$ cat config.mk
export PLATFORM = sky130hd
export DESIGN_NAME = pkmc_sram_arbiter
export DESIGN_NICKNAME = d
export VERILOG_FILES = /design/src/rtl/pkmc_arb_pkg.sv /design/src/rtl/pkmc_rr_pick.sv /design/src/rtl/pkmc_sram_arbiter.sv
export SDC_FILE = /design/constraint.sdc
export NUM_CORES = 1
export LEC_CHECK = 0
export CAP_MARGIN = 10
export CELL_PAD_IN_SITES_DETAIL_PLACEMENT = 1
export CELL_PAD_IN_SITES_GLOBAL_PLACEMENT = 1
export CORE_ASPECT_RATIO = 1.4
export CORE_MARGIN = 4
export CORE_UTILIZATION = 13
export DETAILED_ROUTE_END_ITERATION = 10
export PLACE_DENSITY_LB_ADDON = 0.1
export SETUP_SLACK_MARGIN = 0.1
export SLEW_MARGIN = 40
export SYNTH_ARGS = -nofsm -noshare
export SYNTH_HDL_FRONTEND = slang
export SYNTH_SLANG_ARGS = --single-unit
$ cat constraint.sdc
create_clock -name clk -period 1.3 [get_ports clk]
set_input_delay 0.195 -clock clk [delete_from_list [all_inputs] [get_ports clk]]
set_output_delay 0.195 -clock clk [all_outputs]
set_load 0.02 [all_outputs]
$ cat src/rtl/pkmc_arb_pkg.sv
// Shared types and constants for the PKMC SRAM arbiter slice.
package pkmc_arb_pkg;

  typedef enum logic [1:0] {
    IDLE = 2'd0,
    BUSY = 2'd1,
    TURN = 2'd2
  } arbState_t;

  localparam logic [1:0] GNT_NONE = 2'b00;
  localparam logic [1:0] GNT_M0   = 2'b01;
  localparam logic [1:0] GNT_M1   = 2'b10;

  localparam int TIMEOUT_DEFAULT = 15;

endpackage

$ cat src/rtl/pkmc_rr_pick.sv
// Two-input round-robin picker: a lone requester wins, a tie goes to the
// requester that was not granted last (lastGrant = index of previous owner).
module pkmc_rr_pick
  import pkmc_arb_pkg::*;
(
  input  logic [1:0] req,
  input  logic       lastGrant,
  output logic [1:0] gnt
);

  always_comb begin
    gnt = req;
    if (req == 2'b11) gnt = lastGrant ? GNT_M0 : GNT_M1;
  end

endmodule

$ cat src/rtl/pkmc_sram_arbiter.sv
// Two-master Wishbone arbiter in front of the PKMC SRAM controller, with a
// one-cycle turnaround between transfers and a timeout abort on hung transfers.
module pkmc_sram_arbiter
  import pkmc_arb_pkg::*;
#(
  parameter int TIMEOUT = TIMEOUT_DEFAULT,
  parameter int AW      = 32,
  parameter int DW      = 32
) (
  input  logic          clk,
  input  logic          rst,
  input  logic          m0_cyc_i,
  input  logic          m0_stb_i,
  input  logic          m0_we_i,
  input  logic [AW-1:0] m0_adr_i,
  input  logic [DW-1:0] m0_dat_i,
  input  logic [3:0]    m0_sel_i,
  output logic [DW-1:0] m0_dat_o,
  output logic          m0_ack_o,
  output logic          m0_err_o,
  input  logic          m1_cyc_i,
  input  logic          m1_stb_i,
  input  logic          m1_we_i,
  input  logic [AW-1:0] m1_adr_i,
  input  logic [DW-1:0] m1_dat_i,
  input  logic [3:0]    m1_sel_i,
  output logic [DW-1:0] m1_dat_o,
  output logic          m1_ack_o,
  output logic          m1_err_o,
  output logic          mem_active_o,
  output logic          mem_we_o,
  output logic [AW-1:0] mem_addr_o,
  output logic [DW-1:0] mem_dat_o,
  output logic [3:0]    mem_sel_o,
  input  logic [DW-1:0] mem_dat_i,
  input  logic          mem_ack_i,
  output logic [1:0]    gnt_o
);

  localparam int CW = $clog2(TIMEOUT + 1);

  arbState_t     state, nextState;
  logic [1:0]    grant, nextGrant;
  logic          lastGrant, nextLast;
  logic [CW-1:0] cnt, nextCnt;
  logic [1:0]    req, pick;
  logic          busy, ownReq, timeoutHit, ackHit, errHit;

  assign req        = {m1_cyc_i & m1_stb_i, m0_cyc_i & m0_stb_i};
  assign busy       = (state == BUSY);
  assign ownReq     = |(req & grant);
  assign timeoutHit = (cnt == CW'(TIMEOUT - 1));

  pkmc_rr_pick picker (
    .req       (req),
    .lastGrant (lastGrant),
    .gnt       (pick)
  );

  // NOTE: sequential state uses non-blocking assignments only.
  always_ff @(posedge clk) begin
    if (rst) begin
      state     <= IDLE;
      grant     <= GNT_NONE;
      lastGrant <= 1'b1;
      cnt       <= '0;
    end else begin
      state     <= nextState;
      grant     <= nextGrant;
      lastGrant <= nextLast;
      cnt       <= nextCnt;
    end
  end

  // NOTE: every output of this block gets a default first, so no path infers a latch.
  always_comb begin
    nextState = state;
    nextGrant = grant;
    nextLast  = lastGrant;
    nextCnt   = '0;
    ackHit    = 1'b0;
    errHit    = 1'b0;
    unique case (state)
      IDLE: begin
        if (|req) begin
          nextGrant = pick;
          nextState = BUSY;
        end
      end
      BUSY: begin
        nextCnt = cnt + 1'b1;
        // Ack beats timeout; a withdrawn request is a silent abort.
        if (mem_ack_i) begin
          ackHit    = 1'b1;
          nextLast  = grant[1];
          nextState = TURN;
        end else if (!ownReq) begin
          nextState = TURN;
        end else if (timeoutHit) begin
          errHit    = 1'b1;
          nextLast  = grant[1];
          nextState = TURN;
        end
      end
      TURN: begin
        nextGrant = GNT_NONE;
        nextState = IDLE;
      end
      default: nextState = IDLE;
    endcase
  end

  assign m0_ack_o     = ackHit & grant[0];
  assign m1_ack_o     = ackHit & grant[1];
  assign m0_err_o     = errHit & grant[0];
  assign m1_err_o     = errHit & grant[1];
  assign m0_dat_o     = mem_dat_i;
  assign m1_dat_o     = mem_dat_i;
  assign mem_active_o = busy;
  assign gnt_o        = busy ? grant : GNT_NONE;

  always_comb begin
    mem_we_o   = 1'b0;
    mem_addr_o = '0;
    mem_dat_o  = '0;
    mem_sel_o  = '0;
    if (busy) begin
      mem_we_o   = grant[1] ? m1_we_i  : m0_we_i;
      mem_addr_o = grant[1] ? m1_adr_i : m0_adr_i;
      mem_dat_o  = grant[1] ? m1_dat_i : m0_dat_i;
      mem_sel_o  = grant[1] ? m1_sel_i : m0_sel_i;
    end
  end

endmodule

Word level (Yosys, flattened, before mapping) --
Index checks and enable logic that the tools add are counted.
Storage, ports and cells: register bits 9, bits in latches 0, memory bits (writable) 0, bits in read-only memories 0, input bits 177, output and inout bits 140, logic and storage cells 56, memories kept 0
Cells by class: add/sub/neg operators 1, multiply operators 0, divide/modulo/power cells 0, magnitude comparators 0, equal/unequal tests 6, shift operators 0, mux-type cells 27, bitwise operators 8, reduce and logical (&&, ||, !) cells 10
Operator list (number):
- 32-bit two-way mux | 4
- 2-bit two-way mux | 8
- 1-bit two-way mux | 11
- 4-bit two-way mux | 2
- 2-bit one-hot mux with 2 select lines | 2
- 1-bit AND | 6
- 2-bit nonzero test | 3
- 2-bit OR reduction | 3
- 4-bit by 1-bit adder with 4-bit output, second input constant | 1
- 2-bit == test, second input constant | 2
- 4-bit == test, second input constant | 1
- 4-bit by 3-bit inequality test with 1-bit output, second input constant | 1
- 2-bit AND reduction | 2
- 3-bit AND reduction | 1
- 2-bit AND | 1
- 2-bit by 1-bit == test with 1-bit output, second input constant | 1
- 2-bit logical NOT | 1
- 2-bit inequality test, second input constant | 1
- 1-bit inverter | 1

Longest topological paths before layout --
Gate-level depths: netlist of run 1.
word-level depth 7, gate-level depth with buffers 6

Hierarchy --
Synthesis of run 1 repeated with hierarchy kept, for this count alone.
Unflattened totals: cells, all modules 276, area total of the unflattened synthesis 2038.2 sq um
Modules (own cells, without submodules):
- pkmc_sram_arbiter | instances 1, cells an instance 273, area each 2019.4 sq um
- pkmc_rr_pick | instances 1, cells an instance 3, area each 18.8 sq um

Least setup slack after synthesis of run 1 --
Ideal clock, no wire load.
path type register to output, from reg state[1], to out mem_addr_o[21], arrival 1129 ps, slack -24 ps, stages on the path, launching flop included 6, buffers on the path 3, cell sequence dfxtp_1 nand2b_1 buf_6 buf_6 buf_6 nor2_1
On the way: longest elaborated chain between the ends 2
Ends and longest elaborated chain:
- start, declared | line pkmc_sram_arbiter.sv:42 | arbState_t state, nextState;
- start signal, assigned | line pkmc_sram_arbiter.sv:68 | state <= nextState;
- 2-bit by 1-bit == test with 1-bit output | line pkmc_sram_arbiter.sv:50 | assign busy = (state == BUSY);
- 32-bit two-way mux | line pkmc_sram_arbiter.sv:127 | if (busy) begin
- end, declared | line pkmc_sram_arbiter.sv:32 | output logic [AW-1:0] mem_addr_o,
No other way between the ends.

Worst setup path in the final report of run 1 --
from reg grant[1], to out mem_sel_o[1]
On the way: longest elaborated chain between the ends 2
Ends and longest elaborated chain:
- start, declared | line pkmc_sram_arbiter.sv:43 | logic [1:0] grant, nextGrant;
- start signal, assigned | line pkmc_sram_arbiter.sv:69 | grant <= nextGrant;
- 4-bit two-way mux | line pkmc_sram_arbiter.sv:131 | mem_sel_o = grant[1] ? m1_sel_i : m0_sel_i;
- 4-bit two-way mux | line pkmc_sram_arbiter.sv:127
- end, declared | line pkmc_sram_arbiter.sv:34 | output logic [3:0] mem_sel_o,
No other way between the ends.

==> results of run 1 <==
[state kept, by name, summed over array words and instances (netlist names)]
register,cells
state,2
cnt,4
grant,2
lastGrant,1
[worst max path at each step]
stage	startpoint	endpoint	slack, ns	cells past startpoint
floorplan	cnt[0]$_SDFF_PP0_	m0_err_o	0.04	5
global placement	m1_cyc_i	m1_err_o	-0.70	6
detailed placement	m1_stb_i	m1_err_o	-0.70	6
CTS	grant[1]$_SDFFE_PP0P_	mem_sel_o[0]	-0.30	5
global route	grant[1]$_SDFFE_PP0P_	mem_sel_o[1]	-0.34	5
finish	grant[1]$_SDFFE_PP0P_	mem_sel_o[1]	-0.28	5
[cells by family (layout without fill, tap and decap cells)]
family	Yosys count	count (layout)
compound gates	12	12
buf+inv	84	271
xor+xnor	2	2
flops	9	9
fa+ha+maj	2	2
mux	70	70
simple gates	95	95
[where the power goes]
part	switching, mW	internal, mW	total, mW
sequential	0.0105	0.290	0.300
clock	0.138	0.410	0.548
combinational	0.638	0.933	1.57
[layer usage]
| layer | wire, um | vias up | share of wire |
|---|---|---|---|
| li1 | - | 1217 | - |
| met1 | 3570 | 1202 | 0.30 |
| met2 | 6910 | 135 | 0.59 |
| met3 | 988 | 29 | 0.084 |
| met4 | 271 | 0 | 0.023 |
| met5 | 0 | - | 0 |
[placed cells by master (no fill, tap or decap), types with 3 or more instances in the layout]
cell type        count
clkbuf_16            4
mux2i_2             16
buf_6               39
buf_2               17
mux2i_1             45
buf_4               47
nand2_1              3
clkdlybuf4s50_1    142
buf_16               3
a21oi_1              5
nor2_2              33
buf_12               9
dfxtp_1              5
nor2_1              46
dfxtp_2              3
buf_8                3
mux2i_4              9
[metrics by stage]
step           setup WS, ns  std cells   util  power [mW]
6_report             -0.285        653  0.311        2.42
4_1_cts              -0.295        652  0.301        2.38
3_5_place_dp         -0.699        634  0.277        1.67
5_1_grt              -0.338        653  0.311        2.56
3_3_place_gp         -0.695        634  0.277        1.65
2_1_floorplan        0.0401        274      -        1.14
[worst max-delay path, delay by kind of cell (launching register included)]
kind / cells / cell delay [ns]
AND/OR/NAND/NOR: 1 / 0.05
buffers and inverters: 3 / 0.47
flip-flops: 1 / 0.36
multiplexers: 1 / 0.26
[area by class of cell]
| type | count | area (um2) | share of cell area |
|---|---|---|---|
| clock buffer | 4 | 78.8 | 0.0168 |
| inverter | 4 | 20.0 | 0.00426 |
| multi-input combinational | 181 | 1530 | 0.325 |
| sequential | 9 | 188 | 0.0399 |
| tap | 192 | 240 | 0.0511 |
| timing repair buffer | 263 | 2650 | 0.563 |
[what timing repair did]
action,4_1_cts,5_1_grt
setup buffers,13,3
pin swaps,8,8
endpoints found under the setup margin,78,85
resized for setup,443,38
gates cloned,3,1
==> flow_metrics.env, run 1 <==
export IMPL_status="complete, but fails checks"
export IMPL_failed_checks="negative setup slack"
export IMPL_critPathRequiredTime_ns=1.11
export IMPL_hp_class="input pin to output port"
export IMPL_clk_latency_ns=0.23
export IMPL_drive_above_1_share=0.436
export IMPL_crit_chain="buf_12, buf_12, mux2i_4, nor2_1, buf_2"
export IMPL_synth_most_common_cell="nor2_1"
export IMPL_synth_seq_cells=9
export IMPL_drcViolationCount=0
export IMPL_drtIter0Drc=46
export IMPL_syn_cell_area_um2=2010
export IMPL_die_x_um=113
export IMPL_r2r_cells=6
export IMPL_syn_avg_cell_area_um2=7.34
export IMPL_synth_area_leaders="mux2i_1, buf_4, nor2_1"
export IMPL_vdd_drop_max_mv=0.482
export IMPL_globalRouteMet2Util=0.256
export IMPL_wl_mm=11.7
export IMPL_nNetsFinal=641
export IMPL_synth_edff_count=0
export IMPL_clock_skew_ns=0.00101
export IMPL_hold_depth=0
export IMPL_worst_slack_ns=-0.285
export IMPL_die_area_um2=17600
export IMPL_viasPerCell=3.96
export IMPL_yosysWarningCount=0
export IMPL_cts_clk_slew_worst_paths_ns=0.04
export IMPL_cts_htree_levels=1
export IMPL_initial_core_util=0.133
export IMPL_portBuffers=220
export IMPL_grt_pass1_wl_mm=17.2
export IMPL_whs_ns=0.390
export IMPL_cts_tree="done"
export IMPL_min_period_over_period=1.22
export IMPL_clkSinkCount=9
export IMPL_ys_async_sr_fraction=0
export IMPL_syn_num_nets=453
export IMPL_grt_util_met3=0.0362
export IMPL_hold_path_startpoint="mem_dat_i[22]"
export IMPL_r2r_start="grant[1]$_SDFFE_PP0P_"
export IMPL_synth_commonest_cells="nor2_1, mux2i_1, buf_4, buf_6, dfxtp_1"
export IMPL_dr_pass1_iters=4
export IMPL_ys_flop_type="dfxtp_1"
export IMPL_synthXorXnorAreaFrac=0.00871
export IMPL_cp_slowest_cell="dfxtp_4"
export IMPL_maxSlewHeadroom=0.884
export IMPL_busiest_layer="met2"
export IMPL_fmax_mhz=631
export IMPL_grt_pass1_vias=2692
export IMPL_drv_slew=0
export IMPL_synth_compound_area_share=0.0336
export IMPL_antenna_found_initial=0
export IMPL_reg2reg_to="lastGrant$_SDFFE_PP1P_"
export IMPL_tightest_slew_ns=0.170
export IMPL_yosys_area_share_simple=0.188
export IMPL_hpwl_mm=9.53
export IMPL_arrival_ns=1.39
export IMPL_yosysTopAreaCell="mux2i_1"
export IMPL_yosysSeqAreaShare=0.0896
export IMPL_pin_count=317
export IMPL_hold_viol_final=0
export IMPL_critical_path_class="flop to output port"
export IMPL_maxCapViolCount=0
export IMPL_rows=53
export IMPL_synth_top_family_by_area="multiplexers"
export IMPL_root_buffer="clkbuf_16"
export IMPL_placed_area_um2=4190
export IMPL_ant_nets=0
export IMPL_power_density_nw_per_um2=514
export IMPL_diodes=0
export IMPL_clockBufferDepth=2
export IMPL_grt_remaining_overflow=0
export IMPL_tns_ns=-15.02
export IMPL_cts_hold_buf=0
export IMPL_nFillCells=1755
export IMPL_coreArea_um2=15100
export IMPL_synthCells=274
export IMPL_finalSetupViolCount=76
export IMPL_start_kind="flop"
export IMPL_crit_top_cell="buf_12"
export IMPL_stdcell_area_um2=4700
export IMPL_netlist_area_leader_share=0.348
export IMPL_finalCriticalPeriod_ns=1.58
export IMPL_critPathMaxFanout=7
export IMPL_use_met1=0.120
export IMPL_synth_adder_area_share=0.0124
export IMPL_gp_congestion=0.758
export IMPL_dieHeight_um=155
export IMPL_numCtsBuffers=3
export IMPL_hold_path_end="m0_dat_o[22]"
export IMPL_crit_path_end_kind="output port"
export IMPL_vias=2583
export IMPL_syn2layout_area_growth_pct=134
export IMPL_ys_types=21
export IMPL_max_stage_delay_ns=0.36
export IMPL_p_leak_nw=1.87
export IMPL_synthMuxAreaShare=0.348
export IMPL_rsz0062_at_grt="true"
export IMPL_regToRegSetupSlack_ns=0.10
export IMPL_grt_max_degree=22
export IMPL_wl_per_cell_um=18.0
export IMPL_grt_use_total=0.126
Power figures use the tool's default switching activity.
==> inputs of run 2 (changes only) <==
--- a/config.mk
+++ b/config.mk
@@ -8,9 +8,10 @@
 export CAP_MARGIN = 10
 export CELL_PAD_IN_SITES_DETAIL_PLACEMENT = 1
 export CELL_PAD_IN_SITES_GLOBAL_PLACEMENT = 1
-export CORE_ASPECT_RATIO = 1.4
+export CORE_ASPECT_RATIO = 0.9
 export CORE_MARGIN = 4
 export CORE_UTILIZATION = 13
+export CTS_BUF_LIST = sky130_fd_sc_hd__clkbuf_16
 export DETAILED_ROUTE_END_ITERATION = 10
 export PLACE_DENSITY_LB_ADDON = 0.1
 export SETUP_SLACK_MARGIN = 0.1
==> run 2 against run 1 <==
  * The flow still finishes with violations (negative setup slack)
  * Sequential share of layout area down 0.26 points
  * Flip-flop and latch count unchanged
  * Core utilization up 2.4 points
  * Critical path type unchanged
  * Largest power group unchanged
==> flow_metrics.env, run 2 (synthesized netlist as in run 1, its figures left out) <==
export IMPL_status="complete, but fails checks"
export IMPL_failed_checks="negative setup slack"
export IMPL_hold_depth=0
export IMPL_viasPerCell=3.86
export IMPL_regToRegSetupSlack_ns=0.08
export IMPL_vias=2579
export IMPL_drcViolationCount=0
export IMPL_pre_cts_ws_ns=-0.787
export IMPL_r2r_cells=7
export IMPL_hpwl_mm=8.24
export IMPL_whs_ns=0.390
export IMPL_wl_mm=11.3
export IMPL_dieHeight_um=126
export IMPL_finalSetupViolCount=76
export IMPL_reg2reg_to="state[0]$_SDFFE_PP0P_"
export IMPL_clkSinkCount=9
export IMPL_wl_per_cell_um=16.9
export IMPL_cts_clk_slew_worst_paths_ns=0.04
export IMPL_coreArea_um2=14900
export IMPL_clockBufferDepth=2
export IMPL_portBuffers=220
export IMPL_drtIter0Drc=48
export IMPL_grt_max_degree=26
export IMPL_critPathRequiredTime_ns=1.11
export IMPL_power_mw=2.54
export IMPL_tns_ns=-18.66
export IMPL_cts_tree="done"
export IMPL_hp_class="input pin to output port"
export IMPL_pin_count=317
export IMPL_root_buffer="clkbuf_16"
export IMPL_worst_slack_ns=-0.347
export IMPL_antenna_found_initial=0
export IMPL_drive_above_1_share=0.466
export IMPL_critical_path_class="flop to output port"
export IMPL_rsz0062_at_grt="true"
export IMPL_power_density_nw_per_um2=509
export IMPL_drv_slew=0
export IMPL_tightest_slew_ns=0.261
export IMPL_numCtsBuffers=3
export IMPL_cts_hold_buf=0
export IMPL_hold_viol_final=0
export IMPL_dr_pass1_iters=3
export IMPL_crit_path_start="grant[1]$_SDFFE_PP0P_"
export IMPL_die_x_um=139
export IMPL_crit_path_end_kind="output port"
export IMPL_arrival_ns=1.45
export IMPL_largest_register="cnt"
export IMPL_hold_path_end="m0_dat_o[10]"
export IMPL_rows=42
export IMPL_gp_congestion=0.777
export IMPL_initial_core_util=0.135
export IMPL_hold_path_startpoint="mem_dat_i[10]"
export IMPL_layout_common_cells="clkdlybuf4s50_1, buf_4, nor2_1, buf_6, mux2i_1"
export IMPL_grt_pass1_vias=2902
export IMPL_fmax_mhz=607
export IMPL_min_period_over_period=1.27
export IMPL_r2r_start="grant[1]$_SDFFE_PP0P_"
export IMPL_maxSlewHeadroom=0.826
export IMPL_diodes=0
export IMPL_maxCapViolCount=0
export IMPL_grt_remaining_overflow=0
export IMPL_clock_skew_ns=0.00127
export IMPL_largest_reg_flops=4
export IMPL_ant_nets=0
export IMPL_reg_top3="cnt (4), grant (2), state (2)"
export IMPL_grt_use_total=0.119
export IMPL_finalCriticalPeriod_ns=1.65
export IMPL_critPathMaxFanout=8
export IMPL_die_area_um2=17500
export IMPL_vdd_drop_max_mv=0.447
export IMPL_start_kind="flop"
export IMPL_clk_latency_ns=0.24
export IMPL_nNetsFinal=650
export IMPL_layout_commonest_cell="clkdlybuf4s50_1"
export IMPL_p_leak_nw=2.00
export IMPL_syn2layout_area_growth_pct=148
export IMPL_cts_htree_levels=1
export IMPL_grt_pass1_wl_mm=16.7
-- run 2: how the worst max path moves through the flow --
stage	to	slack (ns)	cells after the start
after floorplan	m0_err_o	0.04	5
after global placement	m0_err_o	-0.78	6
after detailed placement	m0_err_o	-0.79	6
after CTS	mem_addr_o[6]	-0.33	6
after global routing	mem_addr_o[6]	-0.38	6
final	mem_addr_o[6]	-0.35	6
-- run 2: critical path, cell delays in order (launching register included) --
cell,delay (ns)
dfxtp_4,0.37
buf_12,0.17
buf_12,0.12
buf_16,0.13
mux2i_1,0.19
nor2_1,0.07
buf_4,0.16
-- run 2: power by group --
| group | total, mW | internal, mW | switching, mW |
|---|---|---|---|
| clock | 0.544 | 0.402 | 0.141 |
| sequential | 0.300 | 0.289 | 0.0112 |
| combinational | 1.70 | 1.02 | 0.682 |
| total | 2.54 | 1.71 | 0.834 |
-- run 2: cell type report --
type                       count  area, um2
clock buffer                   3       75.1
clock inverter                 1       3.75
fill                        1693       9930
inverter                       4       27.5
multi-input combinational    181       1640
sequential                     9        186
tap                          198        248
timing repair buffer         272       2820
-- run 2: metal layers --
metal / track usage / wire length, um
met2: 0.209 / 5650
met3: 0.0394 / 914
met1: 0.143 / 4620
met4: 0.0196 / 102
met5: 0 / 0
-- run 2: stage by stage --
step / instances / util / cell area (um2)
finish: 668 / 0.335 / 5000
CTS: 660 / 0.308 / 4590
floorplan: 274 / - / 2090
global placement: 635 / 0.278 / 4150
detailed placement: 635 / 0.278 / 4150
global route: 668 / 0.335 / 5000
-- run 2: what timing repair did --
action / 4_1_cts / 5_1_grt
setup buffers: 15 / 9
resized for setup: 425 / 79
pin swaps: 8 / 17
hold endpoints to repair: 0 / 0
setup endpoints to repair: 78 / 85
gates cloned: 8 / 1
